$ cat config.mk
export PLATFORM = sky130hd
export DESIGN_NAME = cache_line_sequencer
export DESIGN_NICKNAME = d
export VERILOG_FILES = /design/src/rtl/cache_line_sequencer.sv
export SDC_FILE = /design/constraint.sdc
export NUM_CORES = 1
export LEC_CHECK = 0
export CORE_AREA = 2 2 257 259
export CTS_CLUSTER_SIZE = 24
export DETAILED_ROUTE_END_ITERATION = 8
export DIE_AREA = 0 0 259 261
export PLACE_DENSITY = 0.54
export SYNTH_ARGS = -nofsm -noshare
export SYNTH_HDL_FRONTEND = slang
export SYNTH_SLANG_ARGS = --single-unit
$ cat constraint.sdc
create_clock -name main_clk -period 22.5 [get_ports main_clk]
set_clock_uncertainty 0.05 [all_clocks]
set_input_delay 5.625 -clock main_clk [delete_from_list [all_inputs] [get_ports main_clk]]
set_output_delay 5.625 -clock main_clk [all_outputs]
set_load 0.05 [all_outputs]
$ cat src/rtl/cache_line_sequencer.sv
// Sequences one cache-line refill, writeback-then-refill or flush between the data array and memory.
// A clean refill with zero-wait memory completes 5 cycles after accept. It waits on mem ready and on the fill response, and accepts a request only in IDLE.
module cache_line_sequencer #(
  parameter int ADDR_W = 26
) (
  input  logic              main_clk,
  input  logic              main_rst,
  input  logic              req_valid,
  output logic              req_ready,
  input  logic              req_op,
  input  logic [10:0]       req_segment,
  input  logic [1:0]        req_way,
  input  logic [ADDR_W-1:0] req_wb_addr,
  input  logic [ADDR_W-1:0] req_fill_addr,
  output logic              done,
  output logic              done_wrote_back,
  output logic              busy,
  output logic [10:0]       cd_target_segment,
  output logic [1:0]        cd_target_way,
  output logic              cd_do_full_write,
  output logic [127:0]      cd_raw_in,
  input  logic [127:0]      cd_raw_out,
  input  logic              cd_dirty,
  output logic              mem_wr_valid,
  input  logic              mem_wr_ready,
  output logic [ADDR_W-1:0] mem_wr_addr,
  output logic [127:0]      mem_wr_data,
  output logic              mem_rd_valid,
  input  logic              mem_rd_ready,
  output logic [ADDR_W-1:0] mem_rd_addr,
  input  logic              mem_rd_resp_valid,
  input  logic [127:0]      mem_rd_resp_data
);

  localparam logic [2:0] S_IDLE  = 3'd0;
  localparam logic [2:0] S_RD    = 3'd1;
  localparam logic [2:0] S_CAP   = 3'd2;
  localparam logic [2:0] S_WB    = 3'd3;
  localparam logic [2:0] S_FREQ  = 3'd4;
  localparam logic [2:0] S_FWAIT = 3'd5;
  localparam logic [2:0] S_WR    = 3'd6;

  typedef struct packed {
    logic              op;
    logic [10:0]       segment;
    logic [1:0]        way;
    logic [ADDR_W-1:0] wb_addr;
    logic [ADDR_W-1:0] fill_addr;
  } req_t;

  logic [2:0]   state;
  logic [2:0]   state_nxt;
  req_t         req_q;
  logic [127:0] wb_buf;
  logic [127:0] fill_buf;
  logic         dirty_q;
  logic         accept;

  assign accept = (state == S_IDLE) && req_valid;

  always_comb begin
    state_nxt = state;
    case (state)
      S_IDLE:  if (req_valid) state_nxt = S_RD;
      S_RD:    state_nxt = S_CAP;
      // cd_dirty arrives one cycle after the RD address, i.e. during CAP
      S_CAP: begin
        if (cd_dirty)      state_nxt = S_WB;
        else if (req_q.op) state_nxt = S_IDLE;
        else               state_nxt = S_FREQ;
      end
      S_WB:    if (mem_wr_ready) state_nxt = req_q.op ? S_IDLE : S_FREQ;
      S_FREQ:  if (mem_rd_ready) state_nxt = S_FWAIT;
      S_FWAIT: if (mem_rd_resp_valid) state_nxt = S_WR;
      S_WR:    state_nxt = S_IDLE;
      default: state_nxt = S_IDLE;
    endcase
  end

  always_ff @(posedge main_clk or posedge main_rst) begin
    if (main_rst) begin
      state    <= S_IDLE;
      req_q    <= '0;
      wb_buf   <= '0;
      fill_buf <= '0;
      dirty_q  <= 1'b0;
    end else begin
      state <= state_nxt;
      if (accept) begin
        req_q.op        <= req_op;
        req_q.segment   <= req_segment;
        req_q.way       <= req_way;
        req_q.wb_addr   <= req_wb_addr;
        req_q.fill_addr <= req_fill_addr;
      end
      if (state == S_CAP) begin
        wb_buf  <= cd_raw_out;
        dirty_q <= cd_dirty;
      end
      if (state == S_FWAIT && mem_rd_resp_valid) begin
        fill_buf <= mem_rd_resp_data;
      end
    end
  end

  assign req_ready = (state == S_IDLE) && !main_rst;
  assign busy      = (state != S_IDLE);

  assign cd_target_segment = req_q.segment;
  assign cd_target_way     = req_q.way;
  assign cd_do_full_write  = (state == S_WR);
  assign cd_raw_in         = fill_buf;

  assign mem_wr_valid = (state == S_WB);
  assign mem_wr_addr  = req_q.wb_addr;
  assign mem_wr_data  = wb_buf;
  assign mem_rd_valid = (state == S_FREQ);
  assign mem_rd_addr  = req_q.fill_addr;

  // Three completion points: clean flush in CAP, dirty flush on WB accept, any refill in WR
  assign done = ((state == S_CAP) && !cd_dirty && req_q.op)
             || ((state == S_WB) && mem_wr_ready && req_q.op)
             || (state == S_WR);
  assign done_wrote_back = done && ((state == S_WB) || ((state == S_WR) && dirty_q));

endmodule

# Word-level counts from Yosys, hierarchy flattened
# Cells that the tools add are included.
[totals]
output_inout_bits = 328
wordCells = 43
register_bits = 326
inputBits = 329
[op_classes]
eq_ne = 10
reduce_logical = 17
mux = 7
[ops]
columns = ["operator", "n"]
rows = [
  ["$mux W3", 6],
  ["$pmux W3 S6", 1],
  ["$eq A3 B3 Y1 const B", 3],
  ["$logic_and A1 B1 Y1", 9],
  ["$eq A3 B2 Y1 const B", 2],
  ["$ne A2 B1 Y1 const B", 2],
  ["$ne A2 B2 Y1 const B", 2],
  ["$reduce_and A4 Y1", 1],
  ["$eq A3 B1 Y1 const B", 1],
  ["$logic_not A3 Y1", 1],
  ["$logic_or A1 B1 Y1", 3],
  ["$reduce_bool A3 Y1", 1],
  ["$logic_not A1 Y1", 2],
]

# Longest topological paths before layout
[logic_depth]
depth_word = 6
depth_mapped = 5

# Worst setup path after synthesis
# No wires, ideal clock.
[synth_timing]
path_kind = "input -> output"
startpoint = "in cd_dirty"
endpoint = "out done"
n_path_buf = 0
t_required_ns = 16.825
t_arrival_ns = 6.922
path_stages = 3
slack_ns = 9.903
path_cell_list = "nor2b_1 o21ai_0 a21boi_0"
[synth_between]
elab_chain_len = 5
[synth_lines]
columns = ["element", "line_no", "source"]
rows = [
  ["from (decl)", "23", "input logic cd_dirty,"],
  ["$logic_not A1 Y1", "121", "assign done = ((state == S_CAP) && !cd_dirty && req_q.op)"],
  ["$logic_and A1 B1 Y1 (2 in series)", "121", ""],
  ["$logic_or A1 B1 Y1", "122", "|| ((state == S_WB) && mem_wr_ready && req_q.op)"],
  ["$logic_or A1 B1 Y1", "123", "|| (state == S_WR);"],
  ["to (decl)", "15", "output logic done,"],
]
# No other way between the ends.

# Worst setup path in the final report
# Same ends and word-level chain as after synthesis.

==> qor.log <==
INFO  clock_network  cts_num_sinks=326
INFO  worst_setup_path timing.setup.critical_path_class=in -> out
INFO  power_and_ir_drop p_comb_frac=0.566
INFO  routing        drt-initial-drc-count=212
INFO  floorplanning  floorplan.rows=94
INFO  synthesis      synth_largest_type_area_fraction=0.6363
INFO  finish         num-nets-final=1714
INFO  power_and_ir_drop cellLeakagePower=8.569nW
INFO  clock_network  clock_latency=0.54ns
INFO  synthesis      ys_seq_elements=326
INFO  placement      dp.final_hpwl=29010um
INFO  finish         layout-drive-gt1-share=0.1565
INFO  clock_network  number_of_buffers_on_the_longest_clock_path=3
INFO  worst_setup_path crit_fanout=5
INFO  routing        wl_met1=14040um
INFO  sta            hold_violation_count_in_the_final_report=0
INFO  synthesis      postSynth.asyncResetShare=1.000
INFO  floorplanning  initial_core_util=0.1971
INFO  global_route   grt_pass1_vias=9348
INFO  synthesis      synth-edff-count=0
INFO  synthesis      synthFlopType=sky130_fd_sc_hd__dfrtp_1
INFO  routing        vias=8607
INFO  synthesis      library_cell_with_the_highest_instance_count_after_synthesis=sky130_fd_sc_hd__dfrtp_1
INFO  placement      gpl.final_weighted_congestion=0.7543
INFO  power_and_ir_drop worst_ir_drop_vdd=0.09055mV
INFO  clock_network  clock_tree.htree_level_count=2
INFO  synthesis      synth.area.top_cells=sky130_fd_sc_hd__dfrtp_1 64%, sky130_fd_sc_hd__mux2_1 15%, sky130_fd_sc_hd__mux2_2 13%, sky130_fd_sc_hd__buf_4 4.5%, sky130_fd_sc_hd__buf_6 1.5%
INFO  worst_setup_path required_time_at_the_endpoint_of_the_critical_path=16.83ns
INFO  sta            timing.max_slew.rel_slack=0.3020
INFO  routing        drt-pass1-iter-count=4
INFO  power_and_ir_drop power_frac_clock=0.164
INFO  power_and_ir_drop power_report.internal_total=2.075mW
INFO  sta            timing_max_transition_violations_final=0
INFO  synthesis      synth_cell_type_count=28
INFO  placement      placedCellCount=2208
INFO  synthesis      synth_nets=1113
INFO  global_route   grt-ovfl-total=0
INFO  routing        top_signal_layer_used=met4
INFO  sta            rsz0062_at_grt=false
INFO  worst_setup_path cp-start-kind=input pin
INFO  clock_network  clkSlewWorstSetupHoldPaths=0.06ns
INFO  power_and_ir_drop p_per_area=185.2nW/um2
INFO  floorplanning  ios=657
INFO  placement      port-buffer-count=656
INFO  synthesis      synth_common_cells=326 x sky130_fd_sc_hd__dfrtp_1, 170 x sky130_fd_sc_hd__mux2_1, 153 x sky130_fd_sc_hd__mux2_2
INFO  clock_network  post_cts.repair.setup_buffers=0
INFO  routing        drc_errors=0
INFO  global_route   initial_antenna_violation_count=0
INFO  finish         syn2layout_area_growth=64.05%
INFO  worst_setup_path critPathCaptureType=primary output
INFO  routing        routed_wire_length_per_instance=17.16um
INFO  clock_network  post_cts.resized_instances=0
INFO  clock_network  clk_root_buffer_cell=sky130_fd_sc_hd__clkbuf_16
INFO  global_route   grt_start_max_net_pins=152
INFO  sta            fin_tns_setup=0ns
INFO  floorplanning  die-area=67600um2
INFO  power_and_ir_drop power.share.sequential=0.270
INFO  routing        detailroute.wirelength.met3=3941um
INFO  power_and_ir_drop switching_share=0.4672
INFO  sta            fin_crit_sh=0.5847
INFO  routing        post_drt_via_cell_ratio=3.782
INFO  clock_network  cts_made_buffers=39
INFO  sta            clock.fmax=76.01MHz
INFO  routing        antenna_violating_nets_post_route=0
INFO  hold_path      class_of_the_most_critical_hold_timing_path=reg -> reg
INFO  worst_setup_path critical_path_arrival=7.48ns
INFO  routing        detail_route.wirelength=39060um
INFO  job            drv_cap=0
INFO  floorplanning  core_region_area=65040um2
INFO  finish         finish.cell_count_without_fillers=2276
INFO  synthesis      ys_warn_count=0
INFO  global_route   grt_pass1_wl=57530um
INFO  routing        met2WireLength=20130um
INFO  power_and_ir_drop p_sw=1.820mW
INFO  synthesis      cell_area_after_synthesis=12820um2
INFO  sta            period_needed=13.16ns
INFO  synthesis      post_synth.cell_area_avg=16.35um2
INFO  sta            max_slew.worst_pin.slew=1.047ns
INFO  synthesis      yosysSeqAreaShare=0.6363
INFO  finish         num_antenna_cells=0
INFO  sta            timing.final.setup_violations=0
INFO  synthesis      synthCells=784
INFO  global_route   grtUsageTotal=0.1105
INFO  floorplanning  die_width=259um
INFO  run_status     run_status=finished, final reports clean
INFO  clock_network  cts_tree=yes
INFO  synthesis      synth_top_cell_by_area=sky130_fd_sc_hd__dfrtp_1
INFO  floorplanning  die_h=261um
INFO  clock_network  cts_hold_repair.buffers=0
[through the flow]
stage	hold slack, ns	total power [mW]	cell area, um2	setup slack [ns]	utilization
detailed placement	0.4237	3.288	19740	9.375	0.3035
global route	0.4505	4.072	21030	9.225	0.3234
floorplan	0.4094	2.582	12820	7.799	-
CTS	0.4367	3.951	21030	9.350	0.3234
finish	0.4299	3.895	21030	9.344	0.3234
global placement	0.4182	3.266	19740	9.378	0.3035
[cell type report]
cell class	count	area (um2)
inverter	3	18.77
clock inverter	6	86.33
timing repair buffer	663	6631
clock buffer	62	1205
tap	864	1081
fill	6408	44010
multi-input combinational	352	3852
sequential	326	8158
[final timing paths]
path                            cells past startpoint  slack, ns                         from                           end
worst max-delay path                                5       9.34                     cd_dirty                          done
min in group asynchronous                           2       5.60                     main_rst  mem_wr_data[119]$_DFFE_PP0N_
worst min-delay path                                1       0.43  mem_wr_addr[13]$_DFFE_PP0P_   mem_wr_addr[13]$_DFFE_PP0P_
worst max register to register                      4      19.43         state[1]$_DFFE_PP0P_   mem_wr_data[33]$_DFFE_PP0N_
max in group asynchronous                           3      15.30                     main_rst     cd_raw_in[36]$_DFFE_PP0P_
worst min register to register                      1       0.43  mem_wr_addr[13]$_DFFE_PP0P_   mem_wr_addr[13]$_DFFE_PP0P_
[power by group through the flow]
| stage | clock network [mW] | logic (mW) | registers (mW) |
|---|---|---|---|
| floorplan | 0 | 0.742 | 1.84 |
| global placement | 0 | 2.22 | 1.05 |
| detailed placement | 0 | 2.23 | 1.06 |
| CTS | 0.664 | 2.23 | 1.06 |
| global route | 0.691 | 2.29 | 1.09 |
| finish | 0.640 | 2.21 | 1.05 |
[cells by family after synthesis]
| family | Yosys count | synth area share |
|---|---|---|
| buffers and inverters | 106 | 0.06421 |
| flip-flops | 326 | 0.6363 |
| multiplexers | 323 | 0.2837 |
| AO/OA/AOI/OAI | 10 | 0.005271 |
| AND/OR/NAND/NOR | 19 | 0.01054 |
[metal layers]
layer / vias up / global-route usage
met5: - / 0
met4: 0 / 0.03340
met3: 62 / 0.04762
met2: 389 / 0.1977
met1: 4287 / 0.1176
li1: 3869 / -
[registers in the layout, summed over array words and instances, names as in the netlist]
signal,flops
state,3
mem_wr_data,128
req_q,1
mem_rd_addr,26
cd_target_way,2
cd_raw_in,128
dirty_q,1
cd_target_segment,11
mem_wr_addr,26
[worst max-delay path: stages]
cell and delay (ns):
sky130_fd_sc_hd__clkdlybuf4s50_1 0.49, sky130_fd_sc_hd__nor2b_1 0.14, sky130_fd_sc_hd__o21ai_0 0.09, sky130_fd_sc_hd__a21boi_0 0.23, sky130_fd_sc_hd__clkdlybuf4s50_1 0.89
[cell usage in the layout, fill, tap and decap left out, types with 2 or more instances in the layout]
master,count
sky130_fd_sc_hd__clkinv_2,2
sky130_fd_sc_hd__clkbuf_16,41
sky130_fd_sc_hd__o21ai_0,2
sky130_fd_sc_hd__bufinv_16,2
sky130_fd_sc_hd__nand2_1,2
sky130_fd_sc_hd__nor2b_1,2
sky130_fd_sc_hd__dfrtp_1,326
sky130_fd_sc_hd__nor2_1,4
sky130_fd_sc_hd__mux2_2,153
sky130_fd_sc_hd__clkbuf_1,11
sky130_fd_sc_hd__clkdlybuf4s50_1,656
sky130_fd_sc_hd__nand2b_1,3
sky130_fd_sc_hd__buf_4,6
sky130_fd_sc_hd__mux2_1,170
sky130_fd_sc_hd__clkbuf_8,10
sky130_fd_sc_hd__inv_1,2
sky130_fd_sc_hd__a21oi_1,2
No activity file was read; power rests on OpenSTA's default activity.
==> variant 1: new RTL, same flow settings <==
Reset style: synchronous (`main_rst`), changed in one clocked block.
--- a/src/rtl/cache_line_sequencer.sv
+++ b/src/rtl/cache_line_sequencer.sv
@@ -78,5 +78,5 @@
   end
 
-  always_ff @(posedge main_clk or posedge main_rst) begin
+  always_ff @(posedge main_clk) begin
     if (main_rst) begin
       state    <= S_IDLE;
Function: differs if main_rst is asserted again (counterexample within 4 cycles, from zero or initial values and one cycle with main_rst high); with main_rst held inactive, the same outputs for 4 cycles.
==> variant 1 against the unedited design <==
- final cell count up 29%
- worst setup slack improved by 0.051 ns
- final area down 5.4%
- sequential cell count did not move
- sequential share of layout area decreased by 6.0 points
- global-route usage increased by 1.7 points
- utilization fell by 1.8 points
- area after synthesis down 7.9%
- wire length rose by 19%
Power is not compared: it rests on default switching activity, and its combinational part moved more than twofold at a synthesized area within 25%.
==> variant 1: results (changes against the unedited design) <==
stage	metric	value	unit	change
placed_design	portBuffers	656		unchanged
hold_path	hold_path.class	flop to flop		
clocking	post_cts_resized	0		unchanged
global_routing	first_global_vias	11500		+23%
synth	yosys-top-cells-count	646 x nand2_1, 328 x a21oi_1, 326 x dfxtp_1		
setup_path	r2r_start	state[1]$_SDFFE_PP0P_		
clocking	numCtsBuffers	39		unchanged
route	wl_met1	18.3	mm	+30%
hold_path	min_from	mem_wr_data[82]$_SDFFE_PP0N_		
placed_design	placed_cell_area	0.0186	mm²	-5.9%
route	drt-pass1-iter-count	7		+3
status	status	complete, no violations		
final_layout	num-fill-cells	6818		+6.4%
route	top_layer	met5		
final_layout	drive_gt1_share	3.92	%	-12 points
synth	synth_mux_area_share	0.180	%	-28 points
setup_path	arrival	7.43	ns	-0.05 ns
synth	synth_nets	1836		+65%
setup_path	slowest_stage	clkdlybuf4s50_1		
clocking	clockRootBuffer	clkbuf_16		
synth	yosys.area_share.adder	0	%	unchanged
synth	ys_seq_area_share	55.2	%	-8.4 points
route	routed-wl-met2	22.2	mm	+11%
global_routing	globalRouteMet2Util	21.4	%	+1.6 points
synth	yosysWarnings	0		unchanged
setup_path	crit_start	mem_wr_ready		
setup_path	crit_path_start_kind	input pin		
setup_path	cpPeakStageDelay	0.84	ns	-0.05 ns
synth	synth-xor-area-share	0	%	unchanged
placed_design	globalplace.congestion	0.797		+5.7%
clocking	insertion_delay	0.55	ns	
clocking	cts_setup_buffers	0		unchanged
setup_path	cp_top_family	buffers and inverters		
power	p_leak	0.00668	µW	
synth	yosysUniqueCellTypes	28		unchanged
global_routing	grtUsageMet1	14.8	%	+3.1 points
global_routing	grt_pass1_wl	67.6	mm	+18%
synth	synthTopCellsByArea	dfxtp_1 55%, nand2_1 21%, a21oi_1 14%		
route	drtIter0Drc	519		+140%
route	post_drt_wl_per_cell	15.8	µm	-7.9%
clocking	cts.htree.levels	2		unchanged
synth	async_flop_share	0	%	-100 points
route	wl_met3	4.03	mm	+2.4%
final_layout	nets	2368		+38%
power	peakVddDrop	0.0673	mV	
global_routing	use_met3	4.47	%	-0.29 points
clocking	clk_path_buf_depth	3		unchanged
sta	hold_violations	0		unchanged
route	vias	11700		+36%
global_routing	grt_use_total	12.8	%	+1.7 points
clocking	path_clk_slew	0.05	ns	
setup_path	cp_max_fo	5		unchanged
synth	synth-compound-area-share	14.2	%	+14 points
global_routing	grt_max_degree	105		-31%
global_routing	antenna_found_initial	3		+3
placed_design	dp_hpwl	33.4	mm	+15%
sta	tightest_slew	1.19	ns	+0.143 ns
## variant 1: changes by cell type after synthesis, sizes merged, moves of 2 or more
cell and delta:
buf +30, dfrtp -326, inv -2, a21oi +326
clkbuf +42, mux2 -322, nand2 +644, dfxtp +326
nor2 +2
## variant 1: area by class of cell
| cell class | instances | area share (%) |
|---|---|---|
| Antenna cell | 1 | 0.0126 |
| Clock buffer | 56 | 5.99 |
| Clock inverter | 12 | 0.648 |
| Inverter | 1 | 0.0189 |
| Multi-Input combinational cell | 1005 | 21.7 |
| Sequential cell | 326 | 32.8 |
| Tap cell | 864 | 5.43 |
| Timing Repair Buffer | 666 | 33.4 |
## variant 1: per-stage QoR
step	cells	total power, µW	setup slack (ns)	util (%)
after floorplan	1507	1100	10.15	-
after global placement	2862	1310	9.32	28.6
after detailed placement	2862	1310	9.38	28.6
after CTS	2930	1970	9.38	30.6
after global routing	2931	2040	9.32	30.6
final	2931	1940	9.39	30.6
## variant 1: final timing paths
check        slack [ns]  depth (start not counted)                            to
min                0.40                          2  mem_wr_data[82]$_SDFFE_PP0N_
max reg2reg       19.53                          5   cd_raw_in[107]$_SDFFE_PP0P_
max                9.39                          5                          done
min reg2reg        0.40                          2  mem_wr_data[82]$_SDFFE_PP0N_
## variant 1: worst reg2reg max path, cell delays in order (launching register included)
cell and delay, ns:
dfxtp_1 0.59, nand4b_1 0.62, buf_4 0.63, buf_4 0.68, nand2_1 0.12, a21oi_1 0.17
## variant 1: report_power, final
part | internal [µW] | switching, µW
sequential | 641 | 39.7
clock | 391 | 256
combinational | 205 | 406
total | 1240 | 702
## variant 1: cells by family (layout without fill, tap and decap cells)
logic type             after synthesis  count (layout)
and+or+nand+nor                    670             670
AOI/OAI and AO/OA                  333             333
DFF                                326             326
buffers and inverters              176             735
muxes                                2               2
other                                0               1
==> variant 2: new RTL, same flow settings <==
Without the edit above. Change the parameter `ADDR_W` from 26 to 52.
--- a/src/rtl/cache_line_sequencer.sv
+++ b/src/rtl/cache_line_sequencer.sv
@@ -2,5 +2,5 @@
 // A clean refill with zero-wait memory completes 5 cycles after accept. It waits on mem ready and on the fill response, and accepts a request only in IDLE.
 module cache_line_sequencer #(
-  parameter int ADDR_W = 26
+  parameter int ADDR_W = 52
 ) (
   input  logic              main_clk,
Ports: changed (resized mem_rd_addr, mem_wr_addr, req_fill_addr and req_wb_addr); port bits go from 657 to 761. No check against the original RTL was run, so the function may have changed too.
==> variant 2 against the unedited design <==
- hold slack better by 0.0031 ns
- largest cell class unchanged
- critical endpoint is now req_ready
- sequential cell count is 52 higher
- non-clock buffer count is 108 higher
- combinational power is 19% higher
- wire length is 24% higher
- area after synthesis is 17% higher
- power is 17% higher
- final area is 15% higher
- sequential share of layout area is 0.40 points higher
- worst setup slack worse by 0.0040 ns
==> variant 2: results (changes against the unedited design) <==
stage	metric	value	unit	change
setup_path	slowest_stage	clkdlybuf4s50_1		
synth	synth_mux_area_share	28.0	%	-0.33 points
sta	tightest_slew	1.03	ns	-0.0210 ns
route	vias	10000		+16%
sta	fin_hold_ws	0.433	ns	+0.00312 ns
power	p_leak	0.00985	µW	+15%
status	status	complete, no violations		
synth	synthTopCellsByArea	dfrtp_1 63%, mux2_2 28%, buf_4 6.0%		
synth	yosys.area_share.adder	0	%	unchanged
synth	yosys-top-cells-count	378 x dfrtp_1, 372 x mux2_2, 120 x buf_4		
setup_path	cp_max_fo	2		-3
power	p_sw	2130	µW	+17%
synth	synth_nets	1327		+19%
placed_design	portBuffers	760		+16%
synth	syn_inst	946		+21%
clocking	cts_setup_buffers	0		unchanged
clocking	insertion_delay	0.55	ns	
clocking	numCtsBuffers	44		+13%
setup_path	r2r-end	mem_rd_addr[21]$_DFFE_PP0P_		
global_routing	grt_pass1_wl	69.7	mm	+21%
power	power_density	189	mW/mm²	+2.1%
sta	fin_crit_sh	58.5	%	about the same
synth	yosysWarnings	0		unchanged
placed_design	globalplace.congestion	0.807		+7.0%
route	drt-pass1-iter-count	5		+1
global_routing	grt_use_total	13.6	%	+2.5 points
setup_path	crit_start	main_rst		
route	wl_met1	17.2	mm	+23%
global_routing	grt_max_degree	97		-36%
power	p_clk	715	µW	+12%
global_routing	antenna_found_initial	7		+7
global_routing	first_global_vias	11000		+18%
hold_path	min_from	mem_rd_addr[3]$_DFFE_PP0P_		
hold_path	holdPathEnd	mem_rd_addr[3]$_DFFE_PP0P_		
route	drtIter0Drc	383		+81%
setup_path	r2r_start	state[2]$_DFFE_PP0P_		
final_layout	nets	1983		+16%
final_layout	drive_gt1_share	28.0	%	+12 points
route	post_drt_wl_per_cell	19.4	µm	+13%
power	combPwrFrac	57.5	%	+0.9 points
setup_path	rrSetupSlack	19.47	ns	+0.04 ns
setup_path	arrival	7.49	ns	about the same
synth	ys_seq_area_share	62.8	%	-0.82 points
placed_design	pre_cts_ws	9.33	ns	-0.0495 ns
placed_design	dp_hpwl	37.1	mm	+28%
route	viasPerCell	4.00		+5.9%
power	peakVddDrop	0.0919	mV	+1.5%
placed_design	place_inst	2420		+9.6%
placed_design	placed_cell_area	0.0227	mm²	+15%
route	wl_met3	4.08	mm	+3.5%
route	top_layer	met5		
setup_path	rr_worst_depth	5		+1
synth	synth-compound-area-share	0.449	%	-0.078 points
setup_path	crit_end	req_ready		
variant 2: changes by cell type in the layout (fill, tap and decap cells not counted), moves of 3 or more:
cell / change
clkbuf_1: -7
clkinv_2: +3
diode_2: +5
dfrtp_1: +52
mux2_2: +219
mux2_1: -167
clkdlybuf4s50_1: +104
clkbuf_16: +4
buf_4: +5
clkbuf_8: +8
variant 2: cells by family (layout without fill, tap and decap cells):
group                  count (synthesis)  count (layout)
DFF                                  378             378
and+or+nand+nor                       19              19
muxes                                375             375
other                                  0               5
AOI/OAI and AO/OA                     10              10
buffers and inverters                164             849
variant 2: layer usage:
metal	vias to the layer above	track usage [%]
li1	4494	-
met4	2	5.52
met3	87	4.67
met1	4989	14.3
met5	-	0
met2	437	24.7
variant 2: cell type report:
type,instances,area (µm²)
sequential,378,9460
clock inverter,8,71.3
timing repair buffer,771,7690
antenna,5,12.5
fill,6270,40900
tap,864,1080
inverter,3,18.8
multi-input combinational,404,4420
clock buffer,67,1390
